--- src/rtl/module_seq_spi_pkg.sv ---
// Shared types for the SPI sequencer: control codes seen by the control block,
// internal sequencer states, and the state-to-code mapping.
package module_seq_spi_pkg;

    typedef logic [2:0] ctrl_code_t;

    localparam ctrl_code_t CTR_SEND     = 3'd0;
    localparam ctrl_code_t CTR_PRELOAD1 = 3'd1;
    localparam ctrl_code_t CTR_LOAD     = 3'd2;
    localparam ctrl_code_t CTR_TRANSFER = 3'd3;
    localparam ctrl_code_t CTR_CHECK    = 3'd4;
    localparam ctrl_code_t CTR_PRELOAD2 = 3'd5;
    localparam ctrl_code_t CTR_DOWN     = 3'd6;

    typedef enum logic [3:0] {
        IDLE,
        PRELOAD1,
        LOAD,
        TRANSFER,
        CHECK_A,
        CHECK_B,
        PRELOAD2,
        DOWN
    } seq_state_t;

    // CHECK_A and CHECK_B share one code so the control block sees CHECK for two cycles
    function automatic ctrl_code_t state_code(input seq_state_t s);
        case (s)
            PRELOAD1: return CTR_PRELOAD1;
            LOAD:     return CTR_LOAD;
            TRANSFER: return CTR_TRANSFER;
            CHECK_A:  return CTR_CHECK;
            CHECK_B:  return CTR_CHECK;
            PRELOAD2: return CTR_PRELOAD2;
            DOWN:     return CTR_DOWN;
            default:  return CTR_SEND;
        endcase
    endfunction

endpackage

--- src/rtl/module_seq_spi_if.sv ---
// Sequencer bus: register-bank/control-block inputs and sequencer outputs.
// master = register bank + control block side, slave = sequencer.
interface module_seq_spi_if
    import module_seq_spi_pkg::*;
#(
    parameter int DIV_W = 8
);
    logic             send_i;
    logic             contador_i;
    logic             progress_i;
    logic [DIV_W-1:0] div_i;
    ctrl_code_t       control_o;
    logic             clk_fn_o;
    logic             sclk_o;
    logic             busy_o;
    logic             done_o;
    logic             clr_send_o;
    logic             err_o;

    modport master (
        output send_i, contador_i, progress_i, div_i,
        input  control_o, clk_fn_o, sclk_o, busy_o, done_o, clr_send_o, err_o
    );

    modport slave (
        input  send_i, contador_i, progress_i, div_i,
        output control_o, clk_fn_o, sclk_o, busy_o, done_o, clr_send_o, err_o
    );
endinterface

--- src/rtl/module_seq_spi_div.sv ---
// SCLK divider: half-period of max(div_i,1) clk_i cycles while enabled,
// one-cycle clk_fn tick on each SCLK rising edge. Cleared whenever disabled.
module module_div_spi #(
    parameter int DIV_W = 8
) (
    input  logic             clk_i,
    input  logic             rst_i,
    input  logic             en_i,
    input  logic [DIV_W-1:0] div_i,
    output logic             sclk_o,
    output logic             clk_fn_o
);
    logic [DIV_W-1:0] cnt_q;
    logic [DIV_W-1:0] term;
    logic             last;
    logic             sclk_q;
    logic             fn_q;

    assign term = (div_i == '0) ? DIV_W'(1) : div_i;
    // >= so a divisor shrunk below the current count wraps on the next cycle
    assign last = (cnt_q >= term - DIV_W'(1));

    always_ff @(posedge clk_i) begin
        if (rst_i || !en_i) begin
            cnt_q  <= '0;
            sclk_q <= 1'b0;
            fn_q   <= 1'b0;
        end else if (last) begin
            cnt_q  <= '0;
            sclk_q <= ~sclk_q;
            fn_q   <= ~sclk_q;
        end else begin
            cnt_q  <= cnt_q + DIV_W'(1);
            fn_q   <= 1'b0;
        end
    end

    // Gate with enable so outputs drop in the first cycle after TRANSFER exits
    assign sclk_o   = sclk_q & en_i;
    assign clk_fn_o = fn_q & en_i;

endmodule

--- src/rtl/module_seq_spi.sv ---
// SPI sequencer: send-edge start, PRELOAD/LOAD/TRANSFER/CHECK per word, DOWN on completion.
// Optional transfer watchdog enabled by defining SPI_TIMEOUT_EN.
module module_seq_spi
    import module_seq_spi_pkg::*;
#(
    parameter int DIV_W = 8,
    parameter int TO_W  = 12
) (
    input  logic             clk_i,
    input  logic             rst_i,
    module_seq_spi_if.slave  bus
);
    seq_state_t state;
    seq_state_t nxt;
    logic       send_q;
    logic       rst_q;
    logic       wd_fire;
    logic       to_err;

`ifdef SPI_TIMEOUT_EN
    logic [TO_W-1:0] wd_q;

    always_ff @(posedge clk_i) begin
        if (rst_i || state != TRANSFER) wd_q <= '0;
        else                            wd_q <= wd_q + TO_W'(1);
    end

    // Fires on the cycle whose increment would reach all-ones
    assign wd_fire = (state == TRANSFER) && (wd_q == {{(TO_W-1){1'b1}}, 1'b0});
`else
    assign wd_fire = 1'b0 & (TO_W > 0);
`endif

    always_comb begin
        nxt    = state;
        to_err = 1'b0;
        case (state)
            // rst_q masks a send level held high across reset release
            IDLE:     if (bus.send_i && !send_q && !rst_q) nxt = PRELOAD1;
            PRELOAD1: nxt = LOAD;
            LOAD:     nxt = TRANSFER;
            TRANSFER: begin
                if (bus.contador_i) nxt = CHECK_A;
                else if (wd_fire) begin
                    nxt    = DOWN;
                    to_err = 1'b1;
                end
            end
            CHECK_A:  nxt = CHECK_B;
            CHECK_B:  nxt = bus.progress_i ? DOWN : PRELOAD2;
            PRELOAD2: nxt = LOAD;
            DOWN:     nxt = IDLE;
            default:  nxt = IDLE;
        endcase
    end

    always_ff @(posedge clk_i) begin
        if (rst_i) begin
            state          <= IDLE;
            send_q         <= 1'b0;
            rst_q          <= 1'b1;
            bus.control_o  <= CTR_SEND;
            bus.busy_o     <= 1'b0;
            bus.done_o     <= 1'b0;
            bus.clr_send_o <= 1'b0;
            bus.err_o      <= 1'b0;
        end else begin
            state          <= nxt;
            send_q         <= bus.send_i;
            rst_q          <= 1'b0;
            bus.control_o  <= state_code(nxt);
            bus.busy_o     <= (nxt != IDLE);
            bus.done_o     <= (nxt == DOWN);
            bus.clr_send_o <= (nxt == DOWN);
            bus.err_o      <= to_err;
        end
    end

    module_div_spi #(.DIV_W(DIV_W)) u_div (
        .clk_i    (clk_i),
        .rst_i    (rst_i),
        .en_i     (state == TRANSFER),
        .div_i    (bus.div_i),
        .sclk_o   (bus.sclk_o),
        .clk_fn_o (bus.clk_fn_o)
    );

endmodule

--- src/flat_wrapper.sv ---
// flat-port wrapper written by rule: the top's interface ports become plain ports
module module_seq_spi_flat import module_seq_spi_pkg::*;
#(
    parameter int DIV_W = 8,
    parameter int TO_W  = 12
)
  (clk_i, rst_i, bus_send_i, bus_contador_i, bus_progress_i, bus_div_i, bus_control_o, bus_clk_fn_o, bus_sclk_o, bus_busy_o, bus_done_o, bus_clr_send_o, bus_err_o);
  module_seq_spi_if #(.DIV_W(DIV_W)) bus_i ();
  input  logic clk_i;
  input  logic rst_i;
  input wire logic [$bits(bus_i.send_i)-1:0] bus_send_i;
  input wire logic [$bits(bus_i.contador_i)-1:0] bus_contador_i;
  input wire logic [$bits(bus_i.progress_i)-1:0] bus_progress_i;
  input wire logic [$bits(bus_i.div_i)-1:0] bus_div_i;
  output wire logic [$bits(bus_i.control_o)-1:0] bus_control_o;
  output wire logic [$bits(bus_i.clk_fn_o)-1:0] bus_clk_fn_o;
  output wire logic [$bits(bus_i.sclk_o)-1:0] bus_sclk_o;
  output wire logic [$bits(bus_i.busy_o)-1:0] bus_busy_o;
  output wire logic [$bits(bus_i.done_o)-1:0] bus_done_o;
  output wire logic [$bits(bus_i.clr_send_o)-1:0] bus_clr_send_o;
  output wire logic [$bits(bus_i.err_o)-1:0] bus_err_o;
  assign bus_i.send_i = bus_send_i;
  assign bus_i.contador_i = bus_contador_i;
  assign bus_i.progress_i = bus_progress_i;
  assign bus_i.div_i = bus_div_i;
  assign bus_control_o = bus_i.control_o;
  assign bus_clk_fn_o = bus_i.clk_fn_o;
  assign bus_sclk_o = bus_i.sclk_o;
  assign bus_busy_o = bus_i.busy_o;
  assign bus_done_o = bus_i.done_o;
  assign bus_clr_send_o = bus_i.clr_send_o;
  assign bus_err_o = bus_i.err_o;
  module_seq_spi #(.DIV_W(DIV_W), .TO_W(TO_W)) u_core (.clk_i(clk_i), .rst_i(rst_i), .bus(bus_i));
endmodule
--- config.mk ---
export PLATFORM = sky130hd
export DESIGN_NAME = module_seq_spi_flat
export DESIGN_NICKNAME = d
export VERILOG_FILES = /design/src/rtl/module_seq_spi_pkg.sv /design/src/rtl/module_seq_spi_if.sv /design/src/rtl/module_seq_spi_div.sv /design/src/rtl/module_seq_spi.sv /design/src/flat_wrapper.sv
export SDC_FILE = /design/constraint.sdc
export NUM_CORES = 1
export LEC_CHECK = 0
export ABC_AREA = 1
export BUFFER_PORTS_ARGS = -buffer_cell sky130_fd_sc_hd__buf_2
export CORE_ASPECT_RATIO = 1.2
export CORE_UTILIZATION = 35
export CTS_CLUSTER_SIZE = 12
export DETAILED_ROUTE_END_ITERATION = 16
export PLACE_DENSITY = 0.52
export SLEW_MARGIN = 20
export SYNTH_ARGS = -nofsm -noshare
export SYNTH_HDL_FRONTEND = slang
export SYNTH_SLANG_ARGS = --single-unit
--- constraint.sdc ---
create_clock -name clk_i -period 3.3 [get_ports clk_i]
set_clock_uncertainty 0.05 [all_clocks]
set_input_delay 0.165 -clock clk_i [delete_from_list [all_inputs] [get_ports clk_i]]
set_output_delay 0.165 -clock clk_i [all_outputs]
set_load 0.01 [all_outputs]
==> implementation parameters, run 1 <==
Parameter                              Value

Run status
  Result of the run    complete, no violations

Power and ir drop
  VDD IR-drop max    0.000216 V
  Switching share of power    0.238
  Reg power frac    0.610
  Cell Pwr Density    316 nW/um^2
  Reported leakage power    0.000698 uW
  Internal    323 uW
  Switching pwr    101 uW
  Share of power burned in combinational logic    0.112
  Clock power frac    0.279

Timing
  Accumulated negative setup slack    0 ns
  Final count of negative-setup-slack endpoints    0
  Final critical-path required period    2.06 ns
  Final max-slew violation count    0
  Highest achievable clock rate    485 MHz
  RSZ-0062 raised after global routing    no
  Worst Hold Slack    0.0451 ns
  Period utilisation layout    0.625
  Final Hold Vio Count    0

Yosys
  Distinct cell type count of the synthesized netlist    27
  Cells after Synth    162
  Flip-flop and latch count after synthesis    21
  Yosys warning total    0
  Share of the yosys chip area belonging to registers    0.353
  Mean Syn Cell Area    7.36 sq um
  Syn Std Cell Area    1190 sq um

Clock network
  Maximum buffer depth of the clock tree    2
  Library cell used as clock root buffer    sky130_fd_sc_hd__clkbuf_4
  CTS tree    done
  H-Tree Level Count    1
  Hold Buf Count CTS    0
  Clock slew at reported path FFs    0.10 ns
  Clock latency on the worst-skew pair    0.29 ns
  Buffers inserted by post-CTS timing repair    0
  Clock net sink count    21
  TritonCTS buffer count    3
  Post-cts repair resize count    0

Finish
  Layout cell share with drive strength beyond 1    0.174
  Growth of design area from synthesis to finish    12.5%
  Register Area    420 sq um
  Fill cell count    333
  Antenna diodes    0
  Combined area of the multi-input logic cells    637 sq um
  Nets    208

Floorplan
  Initial cell density of the core    0.377
  Total Die Area    3650 sq um
  Core Box Area    3170 sq um
  Vertical die dimension    65.9 um
  I/O pins    22
  FP Rows    22
  Horizontal extent of the die    55.3 um

Worst setup path
  Sort of element at the end of the critical path    register
  Worst Path Arrival    2.24 ns
  Largest fanout on the critical path    8
  Worst Path Required    3.48 ns
  Slowest-stage cell, CP    sky130_fd_sc_hd__ha_1
  Crit path launch type    input pin
  Critical path start-end classification    input pin to register
  Minimum setup slack among reg-to-reg paths    1.75 ns
  R2r endpoint    u_core.u_div.cnt_q[2]$_SDFF_PP0_
  Length in cells of the worst reg-to-reg path    5
  Origin of the critical flop-to-flop path    u_core.u_div.cnt_q[5]$_SDFF_PP0_
  Worst-path cell chain    buf_2 > inv_1 > nand2_1 > nor2_1 > a31oi_1 > ha_1 > nand2_1 > xor2_1 > inv_1 > ha_1 > nand2_1 > inv_1 > a21oi_1 > nand3_2 > nor2_1
  Delay contributed by the slowest stage of the critical path    0.26 ns

Routing
  Average wire per standard cell    9.88 um
  Number of iterations in the first detailed-routing pass    4
  Total via count after detailed routing    992
  Drt total wl    2170 um
  Ratio of routed vias to standard cells    4.51
  Drc violations    0
  Detailed router's first-iteration violation count    24
  Number of antenna-violating nets in the routed design    0

Global route
  GR Layer Usage met1    0.132
  Global routing's busiest layer    met2
  Leftover overflow at the end of global routing    0
  Antenna violations before repair    0
  Global Route met2 Usage    0.268
  First-pass GRT wire length    3840 um
  GRT Resource Usage Total    0.131
  Met3 track utilization from global routing    0.0137
  Vias in the first global route    1033
  Maximum number of pins on one net before global-route repair    12

Worst hold path
  Origin of the worst min-delay path    bus_send_i
  Worst hold path endpoint    u_core.send_q$_SDFF_PP0_
  Worst hold path stage count    3
  Hold/Removal Path Class    input pin to register

Placed design
  Global placer's final weighted congestion    0.807
  Post-DP HPWL    1820 um
  Total of buffers placed on input and output ports    20

Run
  Max capacitance violation total    0
## critical path: cells and delay by family
kind / cells / cell delay (ns)
compound gates: 2 / 0.40
fa+ha+maj: 2 / 0.50
simple gates: 6 / 0.74
xor+xnor: 1 / 0.15
buf+inv: 4 / 0.28
## flip-flops by register name (all words and copies together), names as in the netlist
signal                 flops
u_core.u_div.fn_q          1
u_core.bus.busy_o          1
u_core.state               4
u_core.bus.clr_send_o      1
u_core.rst_q               1
u_core.bus.control_o       3
u_core.send_q              1
u_core.u_div.sclk_q        1
u_core.u_div.cnt_q         8
## stage by stage
| step | setup slack [ns] | cells | power [uW] | util | area, sq um |
|---|---|---|---|---|---|
| finish | 1.24 | 220 | 424 | 0.424 | 1340 |
| global route | 1.01 | 220 | 448 | 0.424 | 1340 |
| CTS | 1.26 | 220 | 434 | 0.424 | 1340 |
| detailed placement | 0.930 | 216 | 312 | 0.415 | 1320 |
| global placement | 1.02 | 216 | 311 | 0.415 | 1320 |
| floorplan | 1.31 | 163 | 297 | - | 1200 |
## cell usage in the layout, fill, tap and decap left out
master	Yosys	routed
sky130_fd_sc_hd__xor2_1	7	7
sky130_fd_sc_hd__ha_1	10	10
sky130_fd_sc_hd__nand3_1	13	13
sky130_fd_sc_hd__nor2_4	2	2
sky130_fd_sc_hd__or2_0	1	1
sky130_fd_sc_hd__clkbuf_1	0	1
sky130_fd_sc_hd__a31oi_1	1	1
sky130_fd_sc_hd__buf_2	0	20
sky130_fd_sc_hd__nand3_2	2	2
sky130_fd_sc_hd__inv_1	27	27
sky130_fd_sc_hd__nand4_1	2	2
sky130_fd_sc_hd__a21oi_1	4	4
sky130_fd_sc_hd__nor2_1	25	25
sky130_fd_sc_hd__conb_1	1	2
sky130_fd_sc_hd__a21o_1	2	2
sky130_fd_sc_hd__nand2_2	1	1
sky130_fd_sc_hd__dfxtp_1	21	21
sky130_fd_sc_hd__inv_2	2	2
sky130_fd_sc_hd__nand2_1	27	27
sky130_fd_sc_hd__o21ai_1	1	1
sky130_fd_sc_hd__nor3_1	1	1
sky130_fd_sc_hd__a21oi_2	1	1
sky130_fd_sc_hd__and2_1	1	1
sky130_fd_sc_hd__clkinv_1	1	1
sky130_fd_sc_hd__o21ai_0	1	1
sky130_fd_sc_hd__o21ai_2	1	1
sky130_fd_sc_hd__xnor2_1	4	4
sky130_fd_sc_hd__clkbuf_4	0	3
## how the worst max path moves through the flow
| stage | endpoint | from |
|---|---|---|
| finish | u_core.u_div.cnt_q[2]$_SDFF_PP0_ | bus_div_i[4] |
| global route | u_core.u_div.cnt_q[2]$_SDFF_PP0_ | bus_div_i[4] |
| CTS | u_core.u_div.cnt_q[2]$_SDFF_PP0_ | bus_div_i[4] |
| detailed placement | u_core.u_div.cnt_q[2]$_SDFF_PP0_ | bus_div_i[4] |
| global placement | u_core.u_div.cnt_q[2]$_SDFF_PP0_ | bus_div_i[4] |
| floorplan | u_core.u_div.cnt_q[0]$_SDFF_PP0_ | bus_div_i[4] |
## power by group through the flow
stage / registers (uW) / logic, uW / clock network, uW
2_1_floorplan: 265 / 32.7 / 0
3_3_place_gp: 264 / 46.7 / 0
3_5_place_dp: 264 / 47.6 / 0
4_1_cts: 259 / 48.2 / 127
5_1_grt: 259 / 55.2 / 134
6_report: 259 / 47.4 / 118
## logic make-up (layout without fill, tap and decap cells)
family,after synthesis,after routing,synth area share
compound gates,11,11,0.0577
simple gates,75,75,0.284
flops,21,21,0.353
fa+ha+maj,10,10,0.105
other cells,1,2,0.00314
buf+inv,33,54,0.116
xor+xnor,11,11,0.0808
## cell usage after synthesis
cell type                  count  area share
sky130_fd_sc_hd__o21ai_0       1      0.0042
sky130_fd_sc_hd__a21oi_1       4       0.017
sky130_fd_sc_hd__nand3_1      13       0.055
sky130_fd_sc_hd__or2_0         1      0.0052
sky130_fd_sc_hd__xnor2_1       4       0.029
sky130_fd_sc_hd__nand2_1      27       0.085
sky130_fd_sc_hd__a21oi_2       1      0.0073
sky130_fd_sc_hd__conb_1        1      0.0031
sky130_fd_sc_hd__inv_1        27       0.085
sky130_fd_sc_hd__a21o_1        2       0.013
sky130_fd_sc_hd__xor2_1        7       0.051
sky130_fd_sc_hd__o21ai_2       1      0.0073
sky130_fd_sc_hd__inv_2         2      0.0063
sky130_fd_sc_hd__nand4_1       2       0.010
sky130_fd_sc_hd__clkinv_1      1      0.0031
sky130_fd_sc_hd__nand2_2       1      0.0052
sky130_fd_sc_hd__buf_4         2       0.013
sky130_fd_sc_hd__nand3_2       2       0.017
sky130_fd_sc_hd__nor3_1        1      0.0042
sky130_fd_sc_hd__a31oi_1       1      0.0052
sky130_fd_sc_hd__ha_1         10        0.10
sky130_fd_sc_hd__dfxtp_1      21        0.35
sky130_fd_sc_hd__buf_6         1      0.0094
sky130_fd_sc_hd__o21ai_1       1      0.0042
sky130_fd_sc_hd__nor2_4        2       0.019
sky130_fd_sc_hd__and2_1        1      0.0052
sky130_fd_sc_hd__nor2_1       25       0.079
## area by class of cell
type	count	area share
flip-flops and latches	21	0.313
inverters	30	0.0840
repair buffers	20	0.0746
multi-input cells	109	0.475
clock buffers	4	0.0196
well taps	36	0.0336
## routing by layer
layer / part of all wire / wire (um)
met1: 0.44 / 953
met2: 0.53 / 1150
met3: 0.026 / 56
met4: 0.0051 / 11
met5: 0 / 0
No activity file was read; power rests on OpenSTA's default activity.
==> run 2: changes to the inputs <==
==> constraint.sdc (replaced) <==
create_clock -name clk_i -period 1.9 [get_ports clk_i]
set_clock_uncertainty 0.05 [all_clocks]
set_input_delay 0.095 -clock clk_i [delete_from_list [all_inputs] [get_ports clk_i]]
set_output_delay 0.095 -clock clk_i [all_outputs]
set_load 0.01 [all_outputs]
==> implementation parameters, run 2 (synthesis results as in run 1) <==
Parameter                              Value

Floorplan
  Vertical die dimension    65.9 um
  FP Rows    22
  Total Die Area    3650 sq um
  Core Box Area    3170 sq um
  Initial cell density of the core    0.377
  Horizontal extent of the die    55.3 um
  I/O pins    22

Global route
  Leftover overflow at the end of global routing    0
  First-pass GRT wire length    4100 um
  Maximum number of pins on one net before global-route repair    12
  Antenna violations before repair    0
  GRT Resource Usage Total    0.140
  Vias in the first global route    1075

Finish
  Growth of design area from synthesis to finish    24.6%
  Register Area    420 sq um
  Most common cell after layout, fill and taps aside    sky130_fd_sc_hd__inv_1
  Antenna diodes    0
  Nets    222
  Finished Layout Cells    234
  Top Registers    u_core.u_div.cnt_q: 8 flops, u_core.state: 4 flops, u_core.bus.control_o: 3 flops
  Combined area of the multi-input logic cells    671 sq um
  Core Util, Final    0.469
  Layout cell share with drive strength beyond 1    0.247
  Fill cell count    316
  Flip-flop count of the largest register after layout    8
  Summed area of non-filler cells in the final layout    1490 sq um
  Top reg by flops    u_core.u_div.cnt_q
  Most used cells in the layout excluding fill and tap cells    sky130_fd_sc_hd__inv_1, sky130_fd_sc_hd__nand2_1, sky130_fd_sc_hd__nor2_1, sky130_fd_sc_hd__dfxtp_1, sky130_fd_sc_hd__buf_2

Placed design
  Total of buffers placed on input and output ports    20
  Post-DP HPWL    1900 um
  Count of placed standard cells including taps    228
  Global placer's final weighted congestion    0.792
  Minimum setup slack after placement    -0.219 ns
  Area of placed instances    1410 sq um

Worst hold path
  Hold/Removal Path Class    input pin to register

Timing
  Final max-slew violation count    0
  RSZ-0062 raised after global routing    no
  Worst setup slack after layout    0.168 ns
  Highest achievable clock rate    577 MHz
  Final Hold Vio Count    0
  Period utilisation layout    0.912
  Final count of negative-setup-slack endpoints    0
  Accumulated negative setup slack    0 ns
  Final critical-path required period    1.73 ns

Worst setup path
  Worst Path Arrival    1.91 ns
  Worst Path Required    2.08 ns
  Critical path start-end classification    input pin to register
  Largest fanout on the critical path    8
  Crit path launch type    input pin
  Sort of element at the end of the critical path    register

Routing
  Drt total wl    2250 um
  Number of iterations in the first detailed-routing pass    4
  Number of antenna-violating nets in the routed design    0
  Drc violations    0
  Average wire per standard cell    9.59 um
  Total via count after detailed routing    1062
  Ratio of routed vias to standard cells    4.54
  Detailed router's first-iteration violation count    27

Clock network
  Library cell used as clock root buffer    sky130_fd_sc_hd__clkbuf_4
  H-Tree Level Count    1
  Buffers inserted by post-CTS timing repair    0
  TritonCTS buffer count    3
  Maximum buffer depth of the clock tree    2
  Clock net sink count    21
  CTS tree    done
  Clock latency on the worst-skew pair    0.29 ns
  Clock slew at reported path FFs    0.10 ns

Run
  Max capacitance violation total    0

Run status
  Result of the run    complete, no violations

Power and ir drop
  Reported leakage power    0.000772 uW
  Cell Pwr Density    510 nW/um^2
  VDD IR-drop max    0.000410 V
[run 2: changes by cell type in the layout (fill, tap and decap cells not counted), sizes merged]
| cell | change |
|---|---|
| dlygate4sd3 | +2 |
| buf | +12 |
[run 2: metal layers]
metal / wire length, um / vias up / GRT usage / part of all wire
met4: 17 / 0 / 0.0469 / 0.0076
li1: - / 573 / - / -
met3: 51 / 2 / 0.0117 / 0.023
met5: 0 / - / 0 / 0
met1: 959 / 473 / 0.143 / 0.43
met2: 1220 / 14 / 0.292 / 0.54
[run 2: final cells by class]
type,instances,area share
Multi-Input combinational cell,109,0.452
Sequential cell,21,0.283
Timing Repair Buffer,34,0.142
Inverter,30,0.0758
Tap cell,36,0.0303
Clock buffer,4,0.0177
[run 2: worst paths after layout]
| kind | to | slack (ns) | startpoint | cells past startpoint |
|---|---|---|---|---|
| setup / recovery | u_core.u_div.cnt_q[6]$_SDFF_PP0_ | 0.17 | bus_div_i[2] | 15 |
| hold / removal | u_core.bus.clr_send_o$_SDFF_PP0_ | 0.14 | bus_contador_i | 5 |
| setup reg to reg | u_core.u_div.cnt_q[6]$_SDFF_PP0_ | 0.47 | u_core.u_div.cnt_q[0]$_SDFF_PP0_ | 9 |
| hold reg to reg | u_core.u_div.cnt_q[0]$_SDFF_PP0_ | 0.43 | u_core.u_div.cnt_q[0]$_SDFF_PP0_ | 1 |
[run 2: per-stage QoR]
step                hold WS (ns)  power (uW)
floorplan                 0.0727         517
global placement           0.262         558
detailed placement         0.279         560
CTS                        0.129         768
global route               0.151         803
finish                     0.141         757
[run 2: worst max-delay path, stage by stage]
cell and delay, ns:
sky130_fd_sc_hd__buf_2 0.09, sky130_fd_sc_hd__inv_1 0.05, sky130_fd_sc_hd__nand2_1 0.09, sky130_fd_sc_hd__nor2_2 0.04, sky130_fd_sc_hd__a31oi_1 0.20, sky130_fd_sc_hd__ha_2 0.25
sky130_fd_sc_hd__nand2_1 0.07, sky130_fd_sc_hd__xor2_1 0.13, sky130_fd_sc_hd__inv_1 0.05, sky130_fd_sc_hd__ha_1 0.26, sky130_fd_sc_hd__nand2_1 0.08, sky130_fd_sc_hd__inv_1 0.07
sky130_fd_sc_hd__a21oi_4 0.19, sky130_fd_sc_hd__nand3_4 0.13, sky130_fd_sc_hd__nor2_1 0.11
[run 2: repair_timing]
item / CTS / global route
gates resized for setup: 0 / 6
endpoints found under the setup margin: 0 / 10
hold buffers: 2 / 0
hold endpoints to repair: 2 / 0
[run 2: where the power goes]
part	internal [uW]	switching (uW)
Combinational	52.8	54.3
Clock	81.5	120
Sequential	446	3.14
Total	580	177
==> run 3: changes to the inputs <==
==> constraint.sdc (replaced) <==
create_clock -name clk_i -period 1.9 [get_ports clk_i]
set_clock_uncertainty 0.05 [all_clocks]
set_input_delay 0.38 -clock clk_i [delete_from_list [all_inputs] [get_ports clk_i]]
set_output_delay 0.38 -clock clk_i [all_outputs]
set_load 0.01 [all_outputs]
==> implementation parameters, run 3 (synthesis results as in run 1) <==
Parameter                              Value

Finish
  Top Registers    u_core.u_div.cnt_q: 8 flops, u_core.state: 4 flops, u_core.bus.control_o: 3 flops
  Nets    227
  Top reg by flops    u_core.u_div.cnt_q
  Core Util, Final    0.548
  Most used cells in the layout excluding fill and tap cells    sky130_fd_sc_hd__inv_1, sky130_fd_sc_hd__dfxtp_1, sky130_fd_sc_hd__nand2_1, sky130_fd_sc_hd__buf_4, sky130_fd_sc_hd__nor2_1
  Layout cell share with drive strength beyond 1    0.409
  Summed area of non-filler cells in the final layout    1740 sq um
  Most common cell after layout, fill and taps aside    sky130_fd_sc_hd__inv_1
  Growth of design area from synthesis to finish    45.5%
  Antenna diodes    0
  Flip-flop count of the largest register after layout    8

Floorplan
  Total Die Area    3650 sq um
  Vertical die dimension    65.9 um
  Initial cell density of the core    0.377
  FP Rows    22
  Core Box Area    3170 sq um
  Horizontal extent of the die    55.3 um
  I/O pins    22

Clock network
  Clock slew at reported path FFs    0.10 ns
  Library cell used as clock root buffer    sky130_fd_sc_hd__clkbuf_4
  Clock net sink count    21
  H-Tree Level Count    1
  CTS tree    done
  Clock latency on the worst-skew pair    0.29 ns
  TritonCTS buffer count    3
  Maximum buffer depth of the clock tree    2

Routing
  Drc violations    0
  Number of antenna-violating nets in the routed design    0
  Drt total wl    2610 um
  Ratio of routed vias to standard cells    4.52
  Detailed router's first-iteration violation count    29
  Average wire per standard cell    10.9 um
  Total via count after detailed routing    1080
  Number of iterations in the first detailed-routing pass    2

Worst setup path
  Largest fanout on the critical path    8
  Crit path launch type    input pin
  Worst Path Arrival    2.07 ns
  Sort of element at the end of the critical path    register
  Worst Path Required    2.04 ns
  Critical path start-end classification    input pin to register

Global route
  Leftover overflow at the end of global routing    0
  GRT Resource Usage Total    0.156
  Antenna violations before repair    0
  First-pass GRT wire length    4510 um
  Maximum number of pins on one net before global-route repair    12
  Vias in the first global route    1118

Timing
  Period utilisation layout    1.02
  RSZ-0062 raised after global routing    yes
  Highest achievable clock rate    518 MHz
  Final count of negative-setup-slack endpoints    8
  Final Hold Vio Count    0
  Accumulated negative setup slack    -0.0922 ns
  Final max-slew violation count    0
  Worst setup slack after layout    -0.0287 ns
  Final critical-path required period    1.93 ns

Run status
  Result of the run    finished, violations left
  Failing checks    setup timing

Placed design
  Global placer's final weighted congestion    0.846
  Total of buffers placed on input and output ports    20
  Area of placed instances    1490 sq um
  Post-DP HPWL    2010 um

Worst hold path
  Hold/Removal Path Class    input pin to register

Power and ir drop
  Cell Pwr Density    470 nW/um^2
  VDD IR-drop max    0.000380 V
  Reported leakage power    0.000839 uW

Run
  Max capacitance violation total    0
==> run 3: final timing paths <==
| check | start | end | slack (ns) | depth (start not counted) |
|---|---|---|---|---|
| max | bus_div_i[2] | u_core.u_div.cnt_q[0]$_SDFF_PP0_ | -0.03 | 15 |
| min | bus_send_i | u_core.send_q$_SDFF_PP0_ | 0.26 | 3 |
| max reg2reg | u_core.u_div.cnt_q[0]$_SDFF_PP0_ | u_core.u_div.cnt_q[0]$_SDFF_PP0_ | 0.43 | 9 |
| min reg2reg | u_core.u_div.cnt_q[0]$_SDFF_PP0_ | u_core.u_div.cnt_q[0]$_SDFF_PP0_ | 0.42 | 1 |
==> run 3: metrics by stage <==
stage               std cells  hold slack, ns  power, uW  worst slack, ns
finish                    239           0.258        815          -0.0287
global route              239           0.245        868           -0.121
CTS                       238           0.239        808          -0.0746
detailed placement        231           0.400        582           -0.521
global placement          231           0.390        578           -0.482
floorplan                 163           0.358        527           -0.148
==> run 3: timing repair <==
| item | CTS | global route |
|---|---|---|
| cloned | 0 | 0 |
| buffers inserted | 3 | 1 |
| hold buffers | 0 | 0 |
| resized for setup | 14 | 28 |
| pin swaps | 14 | 16 |
| endpoints found under the setup margin | 10 | 10 |
==> run 3: area by class of cell <==
class | instances | area (sq um)
repair buffers | 39 | 280
well taps | 36 | 45.0
fillers | 284 | 1430
flip-flops and latches | 21 | 420
inverters | 30 | 141
multi-input cells | 109 | 822
clock buffers | 4 | 26.3
==> run 3: where the power goes <==
part	switching [uW]	leakage, uW	internal (uW)	total, uW
Sequential	3.07	0.000170	446	449
Clock	124	0.0000150	81.7	206
Combinational	80.2	0.000654	80.5	161
Total	207	0.000839	608	815
==> run 3: routing by layer <==
| layer | vias up | global-route usage | part of all wire | wire, um |
|---|---|---|---|---|
| met3 | 2 | 0.0117 | 0.013 | 34 |
| met5 | - | 0 | 0 | 0 |
| met2 | 14 | 0.321 | 0.59 | 1540 |
| met1 | 487 | 0.162 | 0.39 | 1020 |
| li1 | 577 | - | - | - |
| met4 | 0 | 0.0563 | 0.0042 | 11 |
==> run 3: critical path, cell delays in order <==
cell and delay (ns):
sky130_fd_sc_hd__buf_8 0.10, sky130_fd_sc_hd__inv_6 0.05, sky130_fd_sc_hd__nand2_4 0.05, sky130_fd_sc_hd__nor2_4 0.13, sky130_fd_sc_hd__a31oi_4 0.11, sky130_fd_sc_hd__ha_4 0.19, sky130_fd_sc_hd__nand2_2 0.07, sky130_fd_sc_hd__xor2_1 0.14
sky130_fd_sc_hd__inv_1 0.08, sky130_fd_sc_hd__ha_4 0.26, sky130_fd_sc_hd__nand2_2 0.06, sky130_fd_sc_hd__nor2_2 0.16, sky130_fd_sc_hd__nand2_4 0.08, sky130_fd_sc_hd__nand3_4 0.14, sky130_fd_sc_hd__nor2_1 0.06
